## src/rtl/vga_pkg.sv

```systemverilog
// Shared types and helpers for the VGA pixel transmitter.
package vga_pkg;

  localparam int RGB_W = 24;

  typedef struct packed {
    logic [7:0] r;
    logic [7:0] g;
    logic [7:0] b;
  } rgb_t;

  typedef enum logic {
    SEARCH = 1'b0,
    RUN    = 1'b1
  } tx_state_t;

  // Total period of a line (in pixels) or of a frame (in lines).
  function automatic int timing_total(input int disp, input int fp,
                                      input int pulse, input int bp);
    return disp + fp + pulse + bp;
  endfunction

  function automatic int htotal(input int hdisp, input int hfp,
                                input int hpulse, input int hbp);
    return timing_total(hdisp, hfp, hpulse, hbp);
  endfunction

  function automatic int vtotal(input int vdisp, input int vfp,
                                input int vpulse, input int vbp);
    return timing_total(vdisp, vfp, vpulse, vbp);
  endfunction

endpackage

```

## src/rtl/vga_if.sv

```systemverilog
// Pixel stream handshake plus the VGA/DAC bundle and status pulses.
// master: the transmitter; slave: the stream source / screen side.
interface vga_if;
  import vga_pkg::*;

  logic [RGB_W-1:0] pix_data;
  logic             pix_sof;
  logic             pix_valid;
  logic             pix_ready;

  logic             VGA_CLK;
  logic             VGA_HS;
  logic             VGA_VS;
  logic             VGA_BLANK;
  logic             VGA_SYNC;
  logic [7:0]       VGA_R;
  logic [7:0]       VGA_G;
  logic [7:0]       VGA_B;

  logic             frame_start;
  logic             underflow;
  logic             sync_err;

  modport master (
    input  pix_data, pix_sof, pix_valid,
    output pix_ready,
    output VGA_CLK, VGA_HS, VGA_VS, VGA_BLANK, VGA_SYNC, VGA_R, VGA_G, VGA_B,
    output frame_start, underflow, sync_err
  );

  modport slave (
    output pix_data, pix_sof, pix_valid,
    input  pix_ready,
    input  VGA_CLK, VGA_HS, VGA_VS, VGA_BLANK, VGA_SYNC, VGA_R, VGA_G, VGA_B,
    input  frame_start, underflow, sync_err
  );

endinterface

```

## src/rtl/vga_timing_gen.sv

```systemverilog
// Free-running horizontal/vertical counters and the combinational
// timing flags for the current position (registered by the caller).
module vga_timing_gen import vga_pkg::*; #(
  parameter int HDISP  = 800,
  parameter int VDISP  = 480,
  parameter int HFP    = 40,
  parameter int HPULSE = 48,
  parameter int HBP    = 40,
  parameter int VFP    = 13,
  parameter int VPULSE = 3,
  parameter int VBP    = 29
) (
  input  logic pixel_clk,
  input  logic pixel_rst,
  output logic active,
  output logic hs_n,
  output logic vs_n,
  output logic frame_start_pre
);

  localparam int HTOTAL = htotal(HDISP, HFP, HPULSE, HBP);
  localparam int VTOTAL = vtotal(VDISP, VFP, VPULSE, VBP);
  localparam int HW     = $clog2(HTOTAL);
  localparam int VW     = $clog2(VTOTAL);

  logic [HW-1:0] hcnt;
  logic [VW-1:0] vcnt;

  // Raster counters: never stall, wrap at line and frame end
  always_ff @(posedge pixel_clk) begin
    if (pixel_rst) begin
      hcnt <= '0;
      vcnt <= '0;
    end else if (hcnt == HW'(HTOTAL - 1)) begin
      hcnt <= '0;
      vcnt <= (vcnt == VW'(VTOTAL - 1)) ? '0 : vcnt + 1'b1;
    end else begin
      hcnt <= hcnt + 1'b1;
    end
  end

  // Line/frame order is active, front porch, pulse, back porch
  assign active          = (hcnt < HW'(HDISP)) && (vcnt < VW'(VDISP));
  assign hs_n            = !((hcnt >= HW'(HDISP + HFP)) &&
                             (hcnt <  HW'(HDISP + HFP + HPULSE)));
  assign vs_n            = !((vcnt >= VW'(VDISP + VFP)) &&
                             (vcnt <  VW'(VDISP + VFP + VPULSE)));
  assign frame_start_pre = (hcnt == '0) && (vcnt == '0);

endmodule

```

## src/rtl/vga_pixel_tx.sv

```systemverilog
// VGA transmitter: locks a valid/ready pixel stream onto the raster using
// start-of-frame markers, blanks to black on underflow or misalignment and
// re-locks at the next frame. All VGA outputs except VGA_CLK are registered.
module vga_pixel_tx import vga_pkg::*; #(
  parameter int HDISP  = 800,
  parameter int VDISP  = 480,
  parameter int HFP    = 40,
  parameter int HPULSE = 48,
  parameter int HBP    = 40,
  parameter int VFP    = 13,
  parameter int VPULSE = 3,
  parameter int VBP    = 29
) (
  input  logic  pixel_clk,
  input  logic  pixel_rst,
  vga_if.master vga
);

  logic      active, hs_n, vs_n, frame_start_pre;
  tx_state_t state, state_nxt;
  rgb_t      pix_rgb, rgb_nxt;
  logic      ready, sof_ok, underflow_nxt, sync_err_nxt;

  rgb_t      rgb_p1;
  logic      hs_n_p1, vs_n_p1, blank_p1, frame_start_p1, underflow_p1, sync_err_p1;

  vga_timing_gen #(
    .HDISP(HDISP), .VDISP(VDISP), .HFP(HFP), .HPULSE(HPULSE), .HBP(HBP),
    .VFP(VFP), .VPULSE(VPULSE), .VBP(VBP)
  ) u_timing (
    .pixel_clk       (pixel_clk),
    .pixel_rst       (pixel_rst),
    .active          (active),
    .hs_n            (hs_n),
    .vs_n            (vs_n),
    .frame_start_pre (frame_start_pre)
  );

  assign pix_rgb = rgb_t'(vga.pix_data);
  // A pixel is aligned when its sof flag matches "this is slot (0,0)".
  assign sof_ok  = (vga.pix_sof == frame_start_pre);

  // Lock state register
  always_ff @(posedge pixel_clk) begin
    if (pixel_rst) state <= SEARCH;
    else           state <= state_nxt;
  end

  // Handshake, colour selection and lock/unlock decisions for this slot
  always_comb begin
    state_nxt     = state;
    ready         = 1'b0;
    rgb_nxt       = '0;
    underflow_nxt = 1'b0;
    sync_err_nxt  = 1'b0;
    case (state)
      SEARCH: begin
        // Drain non-sof pixels; hold a sof pixel until the raster is at (0,0).
        ready = !(vga.pix_valid && vga.pix_sof) || frame_start_pre;
        if (vga.pix_valid && vga.pix_sof && frame_start_pre) begin
          rgb_nxt   = pix_rgb;
          state_nxt = RUN;
        end
      end
      RUN: begin
        ready = active;
        if (active) begin
          if (!vga.pix_valid) begin
            underflow_nxt = 1'b1;
            state_nxt     = SEARCH;
          end else if (!sof_ok) begin
            sync_err_nxt  = 1'b1;
            state_nxt     = SEARCH;
          end else begin
            rgb_nxt       = pix_rgb;
          end
        end
      end
      default: state_nxt = SEARCH;
    endcase
    // Nothing is consumed while the transmitter is held in reset.
    if (pixel_rst) ready = 1'b0;
  end

  // Output stage p1: timing and colour of position (h,v) appear one cycle later
  always_ff @(posedge pixel_clk) begin
    if (pixel_rst) begin
      hs_n_p1        <= 1'b1;
      vs_n_p1        <= 1'b1;
      blank_p1       <= 1'b0;
      rgb_p1         <= '0;
      frame_start_p1 <= 1'b0;
      underflow_p1   <= 1'b0;
      sync_err_p1    <= 1'b0;
    end else begin
      hs_n_p1        <= hs_n;
      vs_n_p1        <= vs_n;
      blank_p1       <= active;
      rgb_p1         <= active ? rgb_nxt : '0;
      frame_start_p1 <= frame_start_pre;
      underflow_p1   <= underflow_nxt;
      sync_err_p1    <= sync_err_nxt;
    end
  end

  assign vga.pix_ready   = ready;
  assign vga.VGA_CLK     = ~pixel_clk;
  assign vga.VGA_SYNC    = 1'b0;
  assign vga.VGA_HS      = hs_n_p1;
  assign vga.VGA_VS      = vs_n_p1;
  assign vga.VGA_BLANK   = blank_p1;
  assign vga.VGA_R       = rgb_p1.r;
  assign vga.VGA_G       = rgb_p1.g;
  assign vga.VGA_B       = rgb_p1.b;
  assign vga.frame_start = frame_start_p1;
  assign vga.underflow   = underflow_p1;
  assign vga.sync_err    = sync_err_p1;

endmodule
```

## src/flat_wrapper.sv

```systemverilog
// flat-port wrapper written by rule: the top's interface ports become plain ports
module vga_pixel_tx_flat import vga_pkg::*;
#(
  parameter int HDISP  = 800,
  parameter int VDISP  = 480,
  parameter int HFP    = 40,
  parameter int HPULSE = 48,
  parameter int HBP    = 40,
  parameter int VFP    = 13,
  parameter int VPULSE = 3,
  parameter int VBP    = 29
)
  (pixel_clk, pixel_rst, vga_pix_data, vga_pix_sof, vga_pix_valid, vga_pix_ready, vga_VGA_CLK, vga_VGA_HS, vga_VGA_VS, vga_VGA_BLANK, vga_VGA_SYNC, vga_VGA_R, vga_VGA_G, vga_VGA_B, vga_frame_start, vga_underflow, vga_sync_err);
  vga_if vga_i ();
  input  logic pixel_clk;
  input  logic pixel_rst;
  input wire logic [$bits(vga_i.pix_data)-1:0] vga_pix_data;
  input wire logic [$bits(vga_i.pix_sof)-1:0] vga_pix_sof;
  input wire logic [$bits(vga_i.pix_valid)-1:0] vga_pix_valid;
  output wire logic [$bits(vga_i.pix_ready)-1:0] vga_pix_ready;
  output wire logic [$bits(vga_i.VGA_CLK)-1:0] vga_VGA_CLK;
  output wire logic [$bits(vga_i.VGA_HS)-1:0] vga_VGA_HS;
  output wire logic [$bits(vga_i.VGA_VS)-1:0] vga_VGA_VS;
  output wire logic [$bits(vga_i.VGA_BLANK)-1:0] vga_VGA_BLANK;
  output wire logic [$bits(vga_i.VGA_SYNC)-1:0] vga_VGA_SYNC;
  output wire logic [$bits(vga_i.VGA_R)-1:0] vga_VGA_R;
  output wire logic [$bits(vga_i.VGA_G)-1:0] vga_VGA_G;
  output wire logic [$bits(vga_i.VGA_B)-1:0] vga_VGA_B;
  output wire logic [$bits(vga_i.frame_start)-1:0] vga_frame_start;
  output wire logic [$bits(vga_i.underflow)-1:0] vga_underflow;
  output wire logic [$bits(vga_i.sync_err)-1:0] vga_sync_err;
  assign vga_i.pix_data = vga_pix_data;
  assign vga_i.pix_sof = vga_pix_sof;
  assign vga_i.pix_valid = vga_pix_valid;
  assign vga_pix_ready = vga_i.pix_ready;
  assign vga_VGA_CLK = vga_i.VGA_CLK;
  assign vga_VGA_HS = vga_i.VGA_HS;
  assign vga_VGA_VS = vga_i.VGA_VS;
  assign vga_VGA_BLANK = vga_i.VGA_BLANK;
  assign vga_VGA_SYNC = vga_i.VGA_SYNC;
  assign vga_VGA_R = vga_i.VGA_R;
  assign vga_VGA_G = vga_i.VGA_G;
  assign vga_VGA_B = vga_i.VGA_B;
  assign vga_frame_start = vga_i.frame_start;
  assign vga_underflow = vga_i.underflow;
  assign vga_sync_err = vga_i.sync_err;
  vga_pixel_tx #(.HDISP(HDISP), .VDISP(VDISP), .HFP(HFP), .HPULSE(HPULSE), .HBP(HBP), .VFP(VFP), .VPULSE(VPULSE), .VBP(VBP)) u_core (.pixel_clk(pixel_clk), .pixel_rst(pixel_rst), .vga(vga_i));
endmodule
```

## config.mk

```make
export PLATFORM = sky130hd
export DESIGN_NAME = vga_pixel_tx_flat
export DESIGN_NICKNAME = d
export VERILOG_FILES = /design/src/rtl/vga_pkg.sv /design/src/rtl/vga_if.sv /design/src/rtl/vga_timing_gen.sv /design/src/rtl/vga_pixel_tx.sv /design/src/flat_wrapper.sv
export SDC_FILE = /design/constraint.sdc
export NUM_CORES = 1
export LEC_CHECK = 0
export CAP_MARGIN = 20
export CORE_UTILIZATION = 50
export DETAILED_ROUTE_END_ITERATION = 6
export PLACE_DENSITY = 0.86
export SLEW_MARGIN = 20
export SYNTH_ARGS = -nofsm -noshare
export SYNTH_HDL_FRONTEND = slang
export SYNTH_SLANG_ARGS = --single-unit
```

## constraint.sdc

```tcl
create_clock -name pixel_clk -period 4.7 [get_ports pixel_clk]
set_input_delay 0.94 -clock pixel_clk [delete_from_list [all_inputs] [get_ports pixel_clk]]
set_output_delay 0.94 -clock pixel_clk [all_outputs]
set_load 0.01 [all_outputs]
```

# Word-level counts from Yosys, hierarchy flattened
# Index checks and enable logic that the tools add are counted.
# classes
n_eq_ne,3
bitwise_logic,4
addsub,2
n_reduce_logical,16
magnitude_cmp,6
mux,14
# op_table
op,count
24-bit two-way mux,3
24-bit case mux with 2 select lines,1
"10-bit by 1-bit adder with 10-bit output, second input constant",2
"10-bit equality test, second input constant",2
10-bit logical NOT,2
"10-bit < comparator, second input constant",2
"10-bit by 9-bit < comparator with 1-bit output, second input constant",2
"10-bit greater-or-equal comparator, second input constant",1
"10-bit by 9-bit greater-or-equal comparator with 1-bit output, second input constant",1
10-bit two-way mux,1
1-bit two-way mux,7
1-bit logical AND,6
1-bit inverter,4
1-bit case mux with 2 select lines,2
2-bit OR reduction,2
4-bit OR reduction,1
1-bit logical NOT,3
3-bit OR reduction,1
1-bit equality test,1
1-bit logical OR,1
# word_totals
wordCells,57
output_inout_bits,33
ff_bits,51

# Depth between registers and ports, before layout
# Gate-level depths: netlist of run 1.
# depth
ltp_word,7
ltp_mapped,7
depth_no_buf,6

# Hierarchy
# A second synthesis of run 1 with hierarchy kept.
# hier_totals
hier_cells,237
area_unflattened_um2,2348.5
# modules_own_cells
module,instances,cells_per_inst,seq_area_each_um2,area_each_um2
vga_pixel_tx,1,110,620.6,1207.4
vga_timing_gen,1,127,400.4,1141.1

==> results by group, run 1 <==
Run status
  – Status: complete, no violations

Timing
  – Post-Route Skew: 0.0109 ns
  – Final-report max-slew violation count: 0
  – Relative slew slack: 0.475
  – Unrepaired setup endpoints after global routing: no
  – Final setup TNS: 0 ns
  – Worst setup margin: 0.530 ns
  – Final Hold Viols: 0
  – Final setup viols: 0
  – Worst-Margin Slew: 0.783 ns

Placed design
  – PortBufs: 59
  – Dpl hpwl: 3190 um
  – Routability Congestion: 0.867
  – Pre-CTS setup slack: 0.869 ns

Critical path
  – Depth of the most critical reg-to-reg path: 4
  – Largest stage delay, worst path: 0.52 ns
  – R2R Path Start: u_core.u_timing.hcnt[7]
  – Crit path arrival time: 3.23 ns
  – Top cell by count, worst path: clkbuf_8
  – Crit-path slowest cell: clkdlybuf4s50_1
  – Crit path launch: pixel_clk
  – Worst reg2reg endpoint: u_core.vga.VGA_R[0]
  – Data required, critical path: 3.76 ns
  – Crit path max fanout: 16
  – CP Class: clock port to primary output
  – Worst setup SP type: clock port
  – Reg2reg setup slack: 2.61 ns
  – Critical path capture point type: primary output
  – CP Cell Sequence: clkbuf_8 > clkbuf_8 > inv_1 > clkdlybuf4s50_1

Finish
  – Final net count: 331
  – Ant. Diodes: 0
  – Synth-to-Final Area Change: 28.9%
  – Layout cells sized above 1: 0.111

Floorplanning
  – Starting density of the core: 0.523
  – Site Rows: 24
  – Core footprint: 4350 um2
  – Die Ht: 69.5 um
  – Die ar.: 4830 um2
  – Die W: 69.5 um
  – I/O pin total: 61

Yosys
  – Synth top area cells: dfxtp_1 45%, nand3_1 7.3%, a21oi_2 4.6%
  – Post-synthesis cell count: 244
  – Yosys cell types: 41
  – FFs w/ async S/R, synth: 0
  – Synth warnings: 0
  – Synthesized Nets: 278
  – Synthesized area per cell: 9.33 um2
  – Post-synth top area cell: dfxtp_1
  – Netlist Area Pre-Place: 2280 um2
  – Post-synth top flop: dfxtp_1
  – Post-synth EDFFs: 0
  – Synth cell count leaders: 51 x dfxtp_1, 33 x nand3_1, 18 x a21oi_1
  – Most common cell in the netlist: dfxtp_1
  – Top-area cell type share of the netlist area: 0.449
  – Seq cells post-synth: 51
  – Sequential fraction of the synthesis area: 0.449

Clock network
  – Clock-pin slew on the worst setup and hold paths: 0.08 ns
  – Root buf cell: clkbuf_8
  – H-tree depth: 2
  – Clock Latency Late Sink: 0.31 ns
  – Post-CTS Hold Buffers: 0
  – Maximum root-to-sink buffer count: 2
  – CTS tree: done
  – CTS buffer count: 5
  – Post_cts resized: 0
  – Post-CTS setup buffers: 0

Global route
  – Vias in the first global route: 1,692
  – Largest net degree at the start of global routing: 30
  – Total gr overflow: 0
  – Initial antenna violation count: 0
  – Met3 Usage GRT: 0.0523
  – Top Usage Layer GRT: met2
  – M1 GR Usage: 0.259
  – Met2 Track Usage GR: 0.321
  – Gr usage total: 0.200
  – Global-route wire length before repair: 7780 um

Power and ir drop
  – Share of total power in combinational logic: 0.114
  – Sequential share of power: 0.548
  – Clock Power Share: 0.338
  – Switching share of power: 0.250
  – Sw Pwr: 0.000203 W
  – Leakage: 1.05 nW
  – VDD IR-drop max: 0.170 mV
  – P_int: 0.000611 W
  – PD cells: 277 nW/um2

Min path
  – Hold_sp: u_core.u_timing.hcnt[0]
  – Hold Crit Depth: 1
  – Hold Path End: u_core.u_timing.hcnt[0]
  – Hold Path Class: flop to flop

Drt
  – Via-per-instance ratio: 5.48
  – First-pass iteration count of the detailed router: 4
  – # DRC: 0
  – DR iter-0 viols: 157
  – Wirelength per Cell: 13.2 um
  – Vias: 1,919
  – ANT nets after route: 0
  – Drt total wl: 4600 um

Flow run
  – Max-capacitance violation count: 0
-- critical path: cells and delay by family --
family                 cells  cell delay [ns]
buffers and inverters      4             0.87
-- layout by cell type, fill, tap and decap left out, types with 2 or more instances in the layout --
cell type	Yosys	routed
a21oi_1	18	18
a21oi_2	12	12
and3_1	5	5
and4_1	3	3
buf_4	1	3
clkbuf_8	0	5
clkdlybuf4s50_1	0	59
dfxtp_1	51	51
ha_1	6	6
inv_1	8	8
nand2_1	12	12
nand2b_1	2	2
nand3_1	33	33
nand3_2	2	2
nand4_1	9	9
nor2_1	17	17
nor2b_1	3	3
nor3_1	5	5
nor4_2	2	2
o2111ai_1	2	2
o21ai_0	5	5
o31ai_1	2	2
or3_1	4	4
or4_1	2	2
xnor2_1	4	4
xor2_1	8	8
-- power by group through the flow --
stage | registers (W) | logic, W | clock network (W)
global route | 0.000447 | 0.000101 | 0.000305
floorplan | 0.000459 | 0.0000465 | 0.00000836
detailed placement | 0.000456 | 0.0000933 | 0.0000246
finish | 0.000446 | 0.0000930 | 0.000275
CTS | 0.000446 | 0.0000939 | 0.000285
global placement | 0.000456 | 0.0000923 | 0.0000246
-- how the worst max path moves through the flow --
stage / endpoint
5_1_grt: vga_VGA_CLK
4_1_cts: vga_VGA_CLK
2_1_floorplan: vga_VGA_CLK
3_5_place_dp: vga_VGA_CLK
6_report: vga_VGA_CLK
3_3_place_gp: vga_VGA_CLK
-- metrics by stage --
| step | instance area (um2) | util | cells | hold slack [ns] | power [W] |
|---|---|---|---|---|---|
| floorplan | 2280 | - | 244 | 0.441 | 0.000514 |
| global placement | 2850 | 0.653 | 342 | 0.455 | 0.000573 |
| detailed placement | 2850 | 0.653 | 342 | 0.462 | 0.000574 |
| CTS | 2930 | 0.674 | 350 | 0.481 | 0.000825 |
| global route | 2930 | 0.674 | 350 | 0.526 | 0.000853 |
| finish | 2930 | 0.674 | 350 | 0.477 | 0.000814 |
-- final cells by class --
class	count	area, um2
clock buffer	7	82.6
clock inverter	3	20.0
fill	349	1420
inverter	7	26.3
multi-input combinational	169	1120
sequential	51	1020
tap	52	65.1
timing repair buffer	61	603
-- per-layer routing --
metal / share of wire / wire length, um
met1: 0.46 / 2140
met2: 0.46 / 2100
met3: 0.065 / 297
met4: 0.015 / 68
met5: 0 / 0
-- registers in the layout, indices dropped and copies added (netlist names) --
signal,count
u_core.vga.VGA_VS,1
u_core.u_timing.hcnt,10
u_core.vga.VGA_B,8
u_core.vga.VGA_R,8
u_core.vga.frame_start,1
u_core.vga.VGA_HS,1
u_core.vga.VGA_BLANK,1
u_core.vga.underflow,1
u_core.vga.sync_err,1
u_core.state,1
u_core.u_timing.vcnt,10
u_core.vga.VGA_G,8
-- kinds of logic after synthesis --
group,Yosys count,synth area share
flip-flops,51,0.449
XOR/XNOR,12,0.0462
AND/OR/NAND/NOR,105,0.265
other,1,0.00165
adder cells (fa/ha/maj),6,0.0330
buffers and inverters,24,0.0610
AO/OA/AOI/OAI,45,0.145
No activity file was read; power rests on OpenSTA's default activity.
==> inputs of run 2 (changes only) <==
--- a/config.mk
+++ b/config.mk
@@ -5,7 +5,6 @@
 export SDC_FILE = /design/constraint.sdc
 export NUM_CORES = 1
 export LEC_CHECK = 0
-export CAP_MARGIN = 20
 export CORE_UTILIZATION = 50
 export DETAILED_ROUTE_END_ITERATION = 6
 export PLACE_DENSITY = 0.86
==> results of run 2 <==
No change in the layout: final DEF, timing and power equal those of run 1.
